<file path="config.mk">
export PLATFORM = sky130hd
export DESIGN_NAME = mem_arbiter_flat
export DESIGN_NICKNAME = d
export VERILOG_FILES = /design/src/rtl/mem_arbiter_if.sv /design/src/rtl/mem_arbiter.sv /design/src/flat_wrapper.sv
export SDC_FILE = /design/constraint.sdc
export NUM_CORES = 1
export LEC_CHECK = 0
export BUFFER_PORTS_ARGS = -buffer_cell sky130_fd_sc_hd__buf_2
export CORE_ASPECT_RATIO = 0.9
export CORE_UTILIZATION = 40
export DETAILED_ROUTE_END_ITERATION = 8
export PLACE_DENSITY = 0.77
export SETUP_SLACK_MARGIN = 0.02
export SYNTH_ARGS = -nofsm -noshare
export SYNTH_HDL_FRONTEND = slang
export SYNTH_SLANG_ARGS = --single-unit
</file>
<file path="constraint.sdc">
create_clock -name clk -period 3.4 [get_ports clk]
set_input_delay 0.68 -clock clk [delete_from_list [all_inputs] [get_ports clk]]
set_output_delay 0.68 -clock clk [all_outputs]
set_load 0.1 [all_outputs]
</file>
<file path="src/rtl/mem_arbiter_if.sv">
// Signal bundle between mem_arbiter, its two pipeline ports and the external memory bus.
// slave is the arbiter's view; master is the view of whoever drives the ports and the bus.
interface mem_arbiter_if;
  logic        if_req;
  logic [31:0] if_addr;
  logic [31:0] if_rdata;
  logic        if_done;
  logic        mem_req;
  logic        mem_we;
  logic [3:0]  mem_sel;
  logic [31:0] mem_addr;
  logic [31:0] mem_wdata;
  logic [31:0] mem_rdata;
  logic        mem_done;
  logic        flush;
  logic        bus_stb;
  logic        bus_we;
  logic [3:0]  bus_sel;
  logic [31:0] bus_addr;
  logic [31:0] bus_wdata;
  logic [31:0] bus_rdata;
  logic        bus_ack;
  logic        stallreq_if;
  logic        stallreq_mem;

  modport slave (
    input  if_req, if_addr, mem_req, mem_we, mem_sel, mem_addr, mem_wdata, flush,
           bus_rdata, bus_ack,
    output if_rdata, if_done, mem_rdata, mem_done, bus_stb, bus_we, bus_sel, bus_addr,
           bus_wdata, stallreq_if, stallreq_mem
  );

  modport master (
    output if_req, if_addr, mem_req, mem_we, mem_sel, mem_addr, mem_wdata, flush,
           bus_rdata, bus_ack,
    input  if_rdata, if_done, mem_rdata, mem_done, bus_stb, bus_we, bus_sel, bus_addr,
           bus_wdata, stallreq_if, stallreq_mem
  );
endinterface

</file>
<file path="src/rtl/mem_arbiter.sv">
// Shares one memory bus between fetch and data ports, one transaction at a time; min 3 cycles req->done.
// No backpressure beyond the bus: a port stalls (stallreq_*) until its done pulse; losing port waits one transaction.
module mem_arbiter (
  input  logic         clk,
  input  logic         rst_n,
  mem_arbiter_if.slave arb
);
  typedef enum logic [1:0] {IDLE, BUS_IF, BUS_MEM, RESP} state_t;

  state_t state, state_nxt;
  logic   owner_mem;
  logic   last_mem;
  logic   drop;
  logic   grant_mem;
  logic   grant_if;

  // Contention alternates: MEM wins unless it won the previous grant.
  assign grant_mem = arb.mem_req & (~arb.if_req | ~last_mem);
  assign grant_if  = arb.if_req & ~grant_mem;

  always_ff @(posedge clk or negedge rst_n) begin
    if (!rst_n) state <= IDLE;
    else        state <= state_nxt;
  end

  always_comb begin
    state_nxt = state;
    case (state)
      IDLE: begin
        if (grant_mem)     state_nxt = BUS_MEM;
        else if (grant_if) state_nxt = BUS_IF;
      end
      BUS_IF, BUS_MEM: begin
        if (arb.bus_ack) state_nxt = RESP;
      end
      RESP:    state_nxt = IDLE;
      default: state_nxt = IDLE;
    endcase
  end

  always_ff @(posedge clk or negedge rst_n) begin
    if (!rst_n) begin
      owner_mem     <= 1'b0;
      last_mem      <= 1'b0;
      drop          <= 1'b0;
      arb.bus_we    <= 1'b0;
      arb.bus_sel   <= 4'h0;
      arb.bus_addr  <= 32'h0;
      arb.bus_wdata <= 32'h0;
      arb.if_rdata  <= 32'h0;
      arb.mem_rdata <= 32'h0;
    end else begin
      if (state == IDLE && (grant_if || grant_mem)) begin
        owner_mem     <= grant_mem;
        last_mem      <= grant_mem;
        arb.bus_we    <= grant_mem & arb.mem_we;
        arb.bus_sel   <= grant_mem ? arb.mem_sel   : 4'hF;
        arb.bus_addr  <= grant_mem ? arb.mem_addr  : arb.if_addr;
        arb.bus_wdata <= grant_mem ? arb.mem_wdata : 32'h0;
      end

      // A killed fetch still runs to completion on the bus; only its done pulse is dropped.
      case (state)
        IDLE:    drop <= grant_if & arb.flush;
        BUS_IF:  if (arb.flush) drop <= 1'b1;
        RESP:    drop <= 1'b0;
        default: drop <= drop;
      endcase

      if (arb.bus_ack && state == BUS_IF)
        arb.if_rdata <= arb.bus_rdata;
      if (arb.bus_ack && state == BUS_MEM && !arb.bus_we)
        arb.mem_rdata <= arb.bus_rdata;
    end
  end

  assign arb.bus_stb      = (state == BUS_IF) || (state == BUS_MEM);
  assign arb.if_done      = (state == RESP) & ~owner_mem & ~drop & ~arb.flush;
  assign arb.mem_done     = (state == RESP) & owner_mem;
  assign arb.stallreq_if  = arb.if_req & ~arb.if_done;
  assign arb.stallreq_mem = arb.mem_req & ~arb.mem_done;
endmodule

</file>
<file path="src/flat_wrapper.sv">
// flat-port wrapper written by rule: the top's interface ports become plain ports
module mem_arbiter_flat 
  (clk, rst_n, arb_if_req, arb_if_addr, arb_mem_req, arb_mem_we, arb_mem_sel, arb_mem_addr, arb_mem_wdata, arb_flush, arb_bus_rdata, arb_bus_ack, arb_if_rdata, arb_if_done, arb_mem_rdata, arb_mem_done, arb_bus_stb, arb_bus_we, arb_bus_sel, arb_bus_addr, arb_bus_wdata, arb_stallreq_if, arb_stallreq_mem);
  mem_arbiter_if arb_i ();
  input  logic clk;
  input  logic rst_n;
  input wire logic [$bits(arb_i.if_req)-1:0] arb_if_req;
  input wire logic [$bits(arb_i.if_addr)-1:0] arb_if_addr;
  input wire logic [$bits(arb_i.mem_req)-1:0] arb_mem_req;
  input wire logic [$bits(arb_i.mem_we)-1:0] arb_mem_we;
  input wire logic [$bits(arb_i.mem_sel)-1:0] arb_mem_sel;
  input wire logic [$bits(arb_i.mem_addr)-1:0] arb_mem_addr;
  input wire logic [$bits(arb_i.mem_wdata)-1:0] arb_mem_wdata;
  input wire logic [$bits(arb_i.flush)-1:0] arb_flush;
  input wire logic [$bits(arb_i.bus_rdata)-1:0] arb_bus_rdata;
  input wire logic [$bits(arb_i.bus_ack)-1:0] arb_bus_ack;
  output wire logic [$bits(arb_i.if_rdata)-1:0] arb_if_rdata;
  output wire logic [$bits(arb_i.if_done)-1:0] arb_if_done;
  output wire logic [$bits(arb_i.mem_rdata)-1:0] arb_mem_rdata;
  output wire logic [$bits(arb_i.mem_done)-1:0] arb_mem_done;
  output wire logic [$bits(arb_i.bus_stb)-1:0] arb_bus_stb;
  output wire logic [$bits(arb_i.bus_we)-1:0] arb_bus_we;
  output wire logic [$bits(arb_i.bus_sel)-1:0] arb_bus_sel;
  output wire logic [$bits(arb_i.bus_addr)-1:0] arb_bus_addr;
  output wire logic [$bits(arb_i.bus_wdata)-1:0] arb_bus_wdata;
  output wire logic [$bits(arb_i.stallreq_if)-1:0] arb_stallreq_if;
  output wire logic [$bits(arb_i.stallreq_mem)-1:0] arb_stallreq_mem;
  assign arb_i.if_req = arb_if_req;
  assign arb_i.if_addr = arb_if_addr;
  assign arb_i.mem_req = arb_mem_req;
  assign arb_i.mem_we = arb_mem_we;
  assign arb_i.mem_sel = arb_mem_sel;
  assign arb_i.mem_addr = arb_mem_addr;
  assign arb_i.mem_wdata = arb_mem_wdata;
  assign arb_i.flush = arb_flush;
  assign arb_i.bus_rdata = arb_bus_rdata;
  assign arb_i.bus_ack = arb_bus_ack;
  assign arb_if_rdata = arb_i.if_rdata;
  assign arb_if_done = arb_i.if_done;
  assign arb_mem_rdata = arb_i.mem_rdata;
  assign arb_mem_done = arb_i.mem_done;
  assign arb_bus_stb = arb_i.bus_stb;
  assign arb_bus_we = arb_i.bus_we;
  assign arb_bus_sel = arb_i.bus_sel;
  assign arb_bus_addr = arb_i.bus_addr;
  assign arb_bus_wdata = arb_i.bus_wdata;
  assign arb_stallreq_if = arb_i.stallreq_if;
  assign arb_stallreq_mem = arb_i.stallreq_mem;
  mem_arbiter u_core (.clk(clk), .rst_n(rst_n), .arb(arb_i));
endmodule
</file>
# --- After elaboration in Yosys (flattened, before gate mapping) ---
# Cells that the tools add are included.
classes:
  eq_ne: 6
  mux: 9
  bitwise: 18
  reduce_logical: 12
ops:
  columns: ["cell", "count"]
  rows:
  - ["$mux W32", 2]
  - ["$and A1 B1 Y1", 10]
  - ["$not A1 Y1", 7]
  - ["$mux W2", 3]
  - ["$pmux W2 S3", 1]
  - ["$eq A2 B2 Y1 const B", 2]
  - ["$logic_and A1 B1 Y1", 4]
  - ["$mux W4", 1]
  - ["$ne A2 B2 Y1 const B", 2]
  - ["$reduce_and A2 Y1", 2]
  - ["$ne A3 B1 Y1 const B", 1]
  - ["$pmux W1 S3", 1]
  - ["$reduce_bool A3 Y1", 1]
  - ["$eq A2 B1 Y1 const B", 1]
  - ["$logic_not A2 Y1", 1]
  - ["$logic_or A1 B1 Y1", 2]
  - ["$reduce_or A2 Y1", 1]
  - ["$logic_not A1 Y1", 1]
  - ["$mux W1", 1]
  - ["$or A1 B1 Y1", 1]
word_totals:
  regBits: 137
  wordCells: 54

# --- Logic depth before layout (Yosys ltp) ---
# Gate-level depths: netlist of the first run.
depth:
  ltp_word: 8
  depth_mapped: 7

# --- Worst setup path after synthesis of the first run ---
# No wires, ideal clock.
synth_path:
  kind: "input-to-output"
  startpoint: "input port arb_flush"
  endpoint: "output port arb_stallreq_if"
  arrival_ns: 5.581
  required_ns: 2.720
  path_slack_ns: -2.861
  path_stages: 2
  n_path_buf: 0
  path_cell_list: "nor4b_1 > nor2b_1"
synth_between:
  elab_chain_cells: 4
synth_lines:
  columns: ["element", "line", "source"]
  rows:
  - ["from (decl)", "flat_wrapper.sv:14", "input wire logic [$bits(arb_i.flush)-1:0] arb_flush;"]
  - ["$not A1 Y1", "mem_arbiter.sv:78", "assign arb.if_done = (state == RESP) & ~owner_mem & ~drop & ~arb.flush;"]
  - ["$and A1 B1 Y1", "mem_arbiter.sv:78", null]
  - ["$not A1 Y1", "mem_arbiter.sv:80", "assign arb.stallreq_if = arb.if_req & ~arb.if_done;"]
  - ["$and A1 B1 Y1", "mem_arbiter.sv:80", null]
  - ["to (decl)", "flat_wrapper.sv:26", "output wire logic [$bits(arb_i.stallreq_if)-1:0] arb_stallreq_if;"]
# Every way passes these cells.

# --- Final worst setup path of the first run ---
layout_path:
  startpoint: "register u_core.state[0]"
  endpoint: "output port arb_stallreq_if"
layout_between:
  elab_chain_cells: 6
layout_lines:
  columns: ["element", "line", "source"]
  rows:
  - ["from (decl)", "mem_arbiter.sv:10", "state_t state, state_nxt;"]
  - ["from (signal assigned)", "mem_arbiter.sv:23", "else state <= state_nxt;"]
  - ["$eq A2 B2 Y1", "mem_arbiter.sv:78", null]
  - ["$and A1 B1 Y1 (3 in a row)", "mem_arbiter.sv:78", null]
  - ["$not A1 Y1", "mem_arbiter.sv:80", null]
  - ["$and A1 B1 Y1", "mem_arbiter.sv:80", null]
# Every way passes these cells.

==> out/metrics.cfg, run 1 <==
[clocking]
cts-root-buf = clkbuf_16
postCtsSetupRepairBufs = 0
clk_path_buf_depth = 2
cts_resized = 0
clk_latency_ns = 0.41
tritoncts = built
cts_buffers = 17
clk_pin_slew_ns = 0.06
ctsHoldBuffers = 0
clock_sinks = 137
ctsHtreeMaxLevel = 4

[cells_and_area]
num-fill-cells = 1119
regArea_mm2 = 0.00343
nets = 848
multi_input_area_mm2 = 0.00188
antenna_cells = 0
drive_gt1_frac = 0.536
syn_to_final_growth_pct = 39.2

[global_route]
grt_start_max_net_pins = 68
grt_overflow = 0
grt_pass1_vias = 4501
antenna_found_initial = 0
grt_pass1_wl_mm = 22.0
grt_usage = 0.199

[floorplanning]
io-pin-count = 277
fp-row-count = 40
die_area_mm2 = 0.0141
initial_core_util = 0.410
coreArea_mm2 = 0.0133
die_x_um = 125
die_h_um = 113

[placement]
finalWeightedCongestion = 0.872
io_buffers = 276
dp_hpwl_mm = 10.0

[synthesis]
synth.most_common_cell = dfrtp_1
yosysWarnings = 0
async_flop_share = 1.00
synth_edf_count = 0
synth_common_cells = dfrtp_1, a21oi_1, mux2_2
yosysTopAreaCellShare = 0.628
synthTopCellsByArea = dfrtp_1, mux2_2, a21oi_1
ys_seq_area_frac = 0.628
netlist_area_mm2 = 0.00546
syn_nets = 573
synth_flop_cell = dfrtp_1
avgSynthCellArea_um2 = 12.7
netlist_instances = 430
ys_types = 27
synth_top_area_cell = dfrtp_1
ys_seq_elements = 137

[worst_setup_path]
critPathLaunchType = flop
path_cells = ha_1, nor4b_4, nor2b_1, buf_2
critPathTopFamily = buffers and inverters
cp_max_fo = 5
slowest_stage = buf_2
crit_buf_inv = 1
regToRegSetupSlack_ns = 1.53
cp.arrival_ns = 1.79
max_stage_delay_ns = 0.45
required_ns = 2.72
critPathCaptureType = primary output
path_class = flop to primary output

[route]
drc = 34
drt-initial-drc-count = 273
wirelength_mm = 13.8
wl_per_cell_um = 15.6
via_per_inst = 4.97
firstDrtPassIters = 6
ant_nets = 0
via_count = 4404

[sta]
min_period_ns = 2.47
maxSlewHeadroom = 0.399
slew_viol_final = 0
min_period_over_period = 0.726
worst_pin_slew_ns = 0.898
setup_tns_ns = 0
fmax_ghz = 0.405
fin_skew_ns = 0.00946
grt_setup_unrepaired = false
hold_viol_final = 0
setup_viol = 0

[run]
max_cap_viol_count = 0

[outcome]
outcome = finished, violations left
violations = design-rule violations

[hold_path]
hp-class = input port to asynchronous set/reset pin

-- cell families after synthesis --
kind of cell    share of synthesized area
simple gates                       0.0628
buf+inv                            0.0337
flops                               0.628
fa+ha+maj                         0.00916
compound gates                      0.133
mux                                 0.134
-- per-layer routing --
metal | wire [um] | GRT usage | vias to the layer above
met5 | 0 | 0 | -
met4 | 254 | 0.0870 | 0
met3 | 833 | 0.0577 | 21
met2 | 7120 | 0.337 | 178
met1 | 5600 | 0.236 | 2142
li1 | - | - | 2063
-- cell type report --
class	instances	area share
Clock inverter	10	0.0153
Tap cell	168	0.0276
Inverter	4	0.00197
Sequential cell	137	0.451
Clock buffer	22	0.0637
Timing Repair Buffer	284	0.194
Multi-Input combinational cell	261	0.247
-- registers in the layout (all words and copies together) (netlist names) --
signal and flops:
u_core.owner_mem 1, u_core.drop 1, u_core.arb.bus_sel 4, u_core.state 2
u_core.arb.mem_rdata 32, u_core.arb.bus_wdata 32, u_core.arb.bus_addr 32, u_core.arb.bus_we 1
u_core.arb.if_rdata 32
-- worst paths after layout --
check | cells after the start | end | startpoint
setup reg to reg | 4 | u_core.arb.bus_sel[2] | u_core.owner_mem
min in group clk | 2 | u_core.arb.bus_sel[3] | arb_mem_sel[3]
hold / removal | 1 | u_core.arb.bus_addr[13] | rst_n
max in group asynchronous | 2 | u_core.arb.if_rdata[20] | rst_n
hold reg to reg | 1 | u_core.arb.bus_wdata[4] | u_core.arb.bus_wdata[4]
setup / recovery | 4 | arb_stallreq_if | u_core.state[0]
-- cells in the final DEF, fill, tap and decap left out, types with 2 or more instances in the layout --
master	instances
a22o_1	33
clkinv_2	3
clkinv_4	2
buf_4	6
ha_1	4
buf_2	275
clkbuf_8	4
nand2_1	37
clkinvlp_4	2
bufinv_16	2
nor2_1	33
mux2_2	65
buf_12	2
nor2b_1	3
clkbuf_16	17
nand3b_1	2
inv_1	4
o22a_1	4
dfrtp_1	137
a21oi_1	68
-- stage by stage --
| stage | instances | hold slack (ns) | area (um2) | setup WS (ns) | util |
|---|---|---|---|---|---|
| 2_1_floorplan | 430 | 0.384 | 5480 | 0.118 | - |
| 3_3_place_gp | 854 | 0.481 | 7000 | 1.14 | 0.526 |
| 3_5_place_dp | 854 | 0.487 | 7000 | 1.14 | 0.526 |
| 4_1_cts | 886 | 0.165 | 7600 | 0.895 | 0.571 |
| 5_1_grt | 886 | 0.168 | 7600 | 0.836 | 0.571 |
| 6_report | 886 | 0.164 | 7600 | 0.931 | 0.571 |
Power of run 1 is not shown: default switching activity piles up to over one toggle a cycle in this logic, so the estimate is an artifact.
==> inputs of run 2 (changes only) <==
ABC_AREA = 1   (was not set)
PLACE_DENSITY = 0.76   (was 0.77)
clock period = 2.3 ns   (was 3.4 ns; I/O delays follow)
==> out/metrics.cfg, run 2 <==
[worst_setup_path]
max_stage_delay_ns = 0.46
crit_path_start = u_core.state[1]
cp_max_fo = 5
critPathLaunchType = flop
crit_buf_inv = 1
critPathTopFamily = buffers and inverters
cp.arrival_ns = 1.73
reg2reg_to = u_core.arb.bus_wdata[8]
slowest_stage = buf_2
reg2regPathDepth = 7
path_class = flop to primary output
regToRegSetupSlack_ns = 0.26
path_cells = ha_1, nand2_1, nor3_4, buf_2
reg2reg_from = u_core.state[0]
critPathCaptureType = primary output
required_ns = 1.84

[sta]
setup_ws_ns = 0.112
maxSlewHeadroom = 0.283
setup_viol = 0
fin_skew_ns = 0.00796
slew_viol_final = 0
min_period_over_period = 0.951
hold_viol_final = 0
grt_setup_unrepaired = false
worst_pin_slew_ns = 1.07
fmax_ghz = 0.457
min_period_ns = 2.19

[clocking]
tritoncts = built
cts_buffers = 17
clk_path_buf_depth = 2
cts-root-buf = clkbuf_16
clk_pin_slew_ns = 0.06
ctsHtreeMaxLevel = 4
postCtsSetupRepairBufs = 0
clock_sinks = 137
clk_latency_ns = 0.41

[cells_and_area]
finish.utilization = 0.566
syn_to_final_growth_pct = 37.8
num-fill-cells = 1317
drive_gt1_frac = 0.336
nets = 1098
layout_common_cells = nand2_1, buf_2, dfrtp_1

[global_route]
grt_usage = 0.205
grt_overflow = 0
grt_pass1_vias = 4961
antenna_found_initial = 1
grt_start_max_net_pins = 70
grt_pass1_wl_mm = 23.8

[synthesis]
netlist_instances = 687
synthTopCellsByArea = dfrtp_1, nand2_1, o21ai_0
synth_edf_count = 0
synth.most_common_cell = nand2_1
yosysWarnings = 0
synth_flop_cell = dfrtp_1
yosysTopAreaCellShare = 0.592
synth_top_area_cell = dfrtp_1
netlist_area_mm2 = 0.00580
ys_types = 18
ys_seq_elements = 137
syn_nets = 830
synth_common_cells = nand2_1, dfrtp_1, o21ai_0
ys_seq_area_frac = 0.592
async_flop_share = 1.00
avgSynthCellArea_um2 = 8.44

[hold_path]
worstHoldPathCells = 3
hp-class = input port to flop
worstHoldStart = arb_mem_sel[0]
hold_end = u_core.arb.bus_sel[0]

[route]
firstDrtPassIters = 4
via_per_inst = 4.50
wirelength_mm = 15.2
drc = 0
drt-initial-drc-count = 227
wl_per_cell_um = 13.1
ant_nets = 0
via_count = 5224

[floorplanning]
io-pin-count = 277
die_h_um = 116
fp-row-count = 41
die_x_um = 129
die_area_mm2 = 0.0150
initial_core_util = 0.411
coreArea_mm2 = 0.0141

[placement]
place_ws_ns = 0.252
finalWeightedCongestion = 0.784
dp_hpwl_mm = 10.6
io_buffers = 276

[outcome]
outcome = finished clean

[run]
max_cap_viol_count = 0

-- run 2: cell count changes after synthesis, moves of 33 or more --
cell     change
o21ai_0     +80
mux2_2      -65
inv_1       +71
nand2_1    +237
a22o_1      -33
nand3_1     +34
a21oi_1     -65
-- run 2: stage by stage --
step / TNS, ns / hold WS (ns) / cells / cell area [um2]
after detailed placement: 0 / 0.393 / 1128 / 7340
after floorplan: -0.0255 / 0.164 / 687 / 5820
after global placement: 0 / 0.396 / 1128 / 7340
final: 0 / 0.271 / 1161 / 7990
after global routing: 0 / 0.269 / 1161 / 7990
after CTS: 0 / 0.260 / 1160 / 7980
-- run 2: layout make-up --
cell class / instances / area [um2] / area share
Clock inverter: 10 / 166 / 0.0208
Multi-Input combinational cell: 437 / 1890 / 0.236
Sequential cell: 137 / 3430 / 0.429
Inverter: 76 / 285 / 0.0357
Clock buffer: 21 / 470 / 0.0589
Antenna cell: 1 / 2.50 / 0.000313
Timing Repair Buffer: 286 / 1510 / 0.189
Tap cell: 193 / 241 / 0.0302
-- run 2: how the worst max path moves through the flow --
stage                                    endpoint  slack (ns)  depth (start not counted)
after floorplan                   arb_stallreq_if       -0.03                          4
after global placement    u_core.arb.bus_wdata[4]        0.34                          7
after detailed placement  u_core.arb.bus_wdata[8]        0.25                          7
after CTS                         arb_stallreq_if        0.06                          5
after global routing      u_core.arb.bus_wdata[6]        0.02                          7
final                                 arb_if_done        0.11                          4
-- run 2: routing by layer --
layer / routed length [um] / part of all wire / track usage
met2: 7220 / 0.48 / 0.343
met3: 1090 / 0.072 / 0.0696
met5: 0 / 0 / 0
met4: 158 / 0.010 / 0.0565
met1: 6700 / 0.44 / 0.255
-- run 2: cells by family (layout without fill, tap and decap cells) --
group	count (synthesis)	count (layout)	synth area share
flops	137	137	0.592
simple gates	332	332	0.225
buf+inv	113	393	0.0879
fa+ha+maj	4	4	0.00864
compound gates	101	101	0.0874
other cells	0	1	0
-- run 2: what timing repair did --
item | 4_1_cts | 5_1_grt
hold endpoints to repair | 39 | 0
hold buffers | 1 | 0
setup endpoints to repair | 0 | 1
gates resized for setup | 0 | 1
-- run 2: tightest hold or removal path: cells and delay by family --
family,cells,cell delay (ns)
simple gates,2,0.10
buf+inv,1,0.07
Power of run 2 is left out for the same reason.
==> inputs of run 3 (changes only) <==
BUFFER_PORTS_ARGS = not set   (was -buffer_cell sky130_fd_sc_hd__buf_2)
DONT_BUFFER_PORTS = 1   (was not set)
PLACE_DENSITY = 0.59   (was 0.76)
==> out/metrics.cfg, run 3 (synthesis results as in run 2) <==
[outcome]
outcome = finished, violations left
violations = negative hold slack

[run]
max_cap_viol_count = 0

[placement]
dp_hpwl_mm = 10.4
post_dp_cell_area_mm2 = 0.00695
finalWeightedCongestion = 0.764
io_buffers = 0

[floorplanning]
io-pin-count = 277
die_h_um = 116
fp-row-count = 41
initial_core_util = 0.411
die_x_um = 129
die_area_mm2 = 0.0150
coreArea_mm2 = 0.0141

[sta]
worst_pin_slew_ns = 0.617
min_period_over_period = 0.910
slew_viol_final = 0
fmax_ghz = 0.478
holdWs_ns = -0.262
setup_viol = 0
grt_setup_unrepaired = false
maxSlewHeadroom = 0.587
min_period_ns = 2.09
setup_tns_ns = 0
hold_viol_final = 137
fin_skew_ns = 0.00734

[global_route]
grt_start_max_net_pins = 138
grt_pass1_wl_mm = 22.4
grt_overflow = 0
antenna_found_initial = 0
grt_pass1_vias = 4688
grt_usage = 0.198

[cells_and_area]
syn_to_final_growth_pct = 31.0
drive_gt1_frac = 0.223
multi_input_area_mm2 = 0.00189
regArea_mm2 = 0.00343
fin_area_mm2 = 0.00759
antenna_cells = 0
mostFrequentLayoutCell = nand2_1
finish.utilization = 0.538
nets = 955
layout_common_cells = nand2_1, buf_4, dfrtp_1
num-fill-cells = 1313

[route]
drt-initial-drc-count = 175
wirelength_mm = 14.7
via_count = 4719
firstDrtPassIters = 4
wl_per_cell_um = 14.5
drc = 0
ant_nets = 0
via_per_inst = 4.64

[worst_setup_path]
path_cells = ha_1, nand2_1, nor3_4, nor2_2, buf_4
max_stage_delay_ns = 0.42
reg2reg_to = u_core.arb.mem_rdata[21]
critPathLaunchType = flop
cp_max_fo = 5
critPathCaptureType = primary output
slowest_stage = dfrtp_1
reg2regPathDepth = 6
regToRegSetupSlack_ns = 0.46
crit_buf_inv = 1
critPathTopFamily = flip-flops
required_ns = 1.84
cp.arrival_ns = 1.63
path_class = flop to primary output
reg2reg_from = u_core.state[0]

[clocking]
postCtsSetupRepairBufs = 0
clk_pin_slew_ns = 0.06
clk_path_buf_depth = 2
cts-root-buf = clkbuf_16
clock_sinks = 137
clk_latency_ns = 0.42
ctsHtreeMaxLevel = 4
cts_buffers = 17
tritoncts = built

[hold_path]
hp-class = input port to asynchronous set/reset pin

==> run 3: worst max path at each step <==
stage	startpoint	to	slack [ns]	cells past startpoint
6_report	u_core.state[0]	arb_stallreq_if	0.21	5
3_5_place_dp	u_core.state[0]	u_core.arb.bus_wdata[14]	0.22	7
2_1_floorplan	u_core.state[0]	arb_stallreq_if	-0.03	4
5_1_grt	u_core.state[0]	arb_stallreq_if	0.12	5
4_1_cts	u_core.state[0]	arb_stallreq_if	0.17	5
3_3_place_gp	u_core.state[0]	u_core.arb.bus_wdata[7]	0.33	7
==> run 3: cell type report <==
| cell class | count | area share |
|---|---|---|
| repair buffers | 143 | 0.145 |
| flip-flops and latches | 137 | 0.451 |
| inverters | 76 | 0.0379 |
| multi-input cells | 437 | 0.249 |
| clock buffers | 21 | 0.0633 |
| well taps | 193 | 0.0318 |
| clock inverters | 10 | 0.0219 |
==> run 3: timing repair <==
action	CTS	global route
endpoints found under the hold margin	137	137
gates resized for setup	0	2
endpoints found under the setup margin	0	18
==> run 3: stage by stage <==
stage | instances | worst slack (ns)
final | 1017 | 0.208
after global placement | 986 | 0.328
after detailed placement | 986 | 0.220
after floorplan | 687 | -0.0255
after global routing | 1017 | 0.119
after CTS | 1017 | 0.174
==> run 3: worst register-to-register path, stage by stage (launching register included) <==
cell	delay (ns)
dfrtp_1	0.42
inv_1	0.12
ha_1	0.20
nand3_2	0.43
buf_12	0.36
nand2_1	0.07
o21ai_0	0.09
==> run 3: metal layers <==
metal	vias to the layer above	global-route usage	part of all wire
met1	2158	0.215	0.40
li1	2356	-	-
met3	20	0.0843	0.095
met5	-	0	0
met2	185	0.344	0.49
met4	0	0.0800	0.016
Power of run 3 is left out for the same reason.
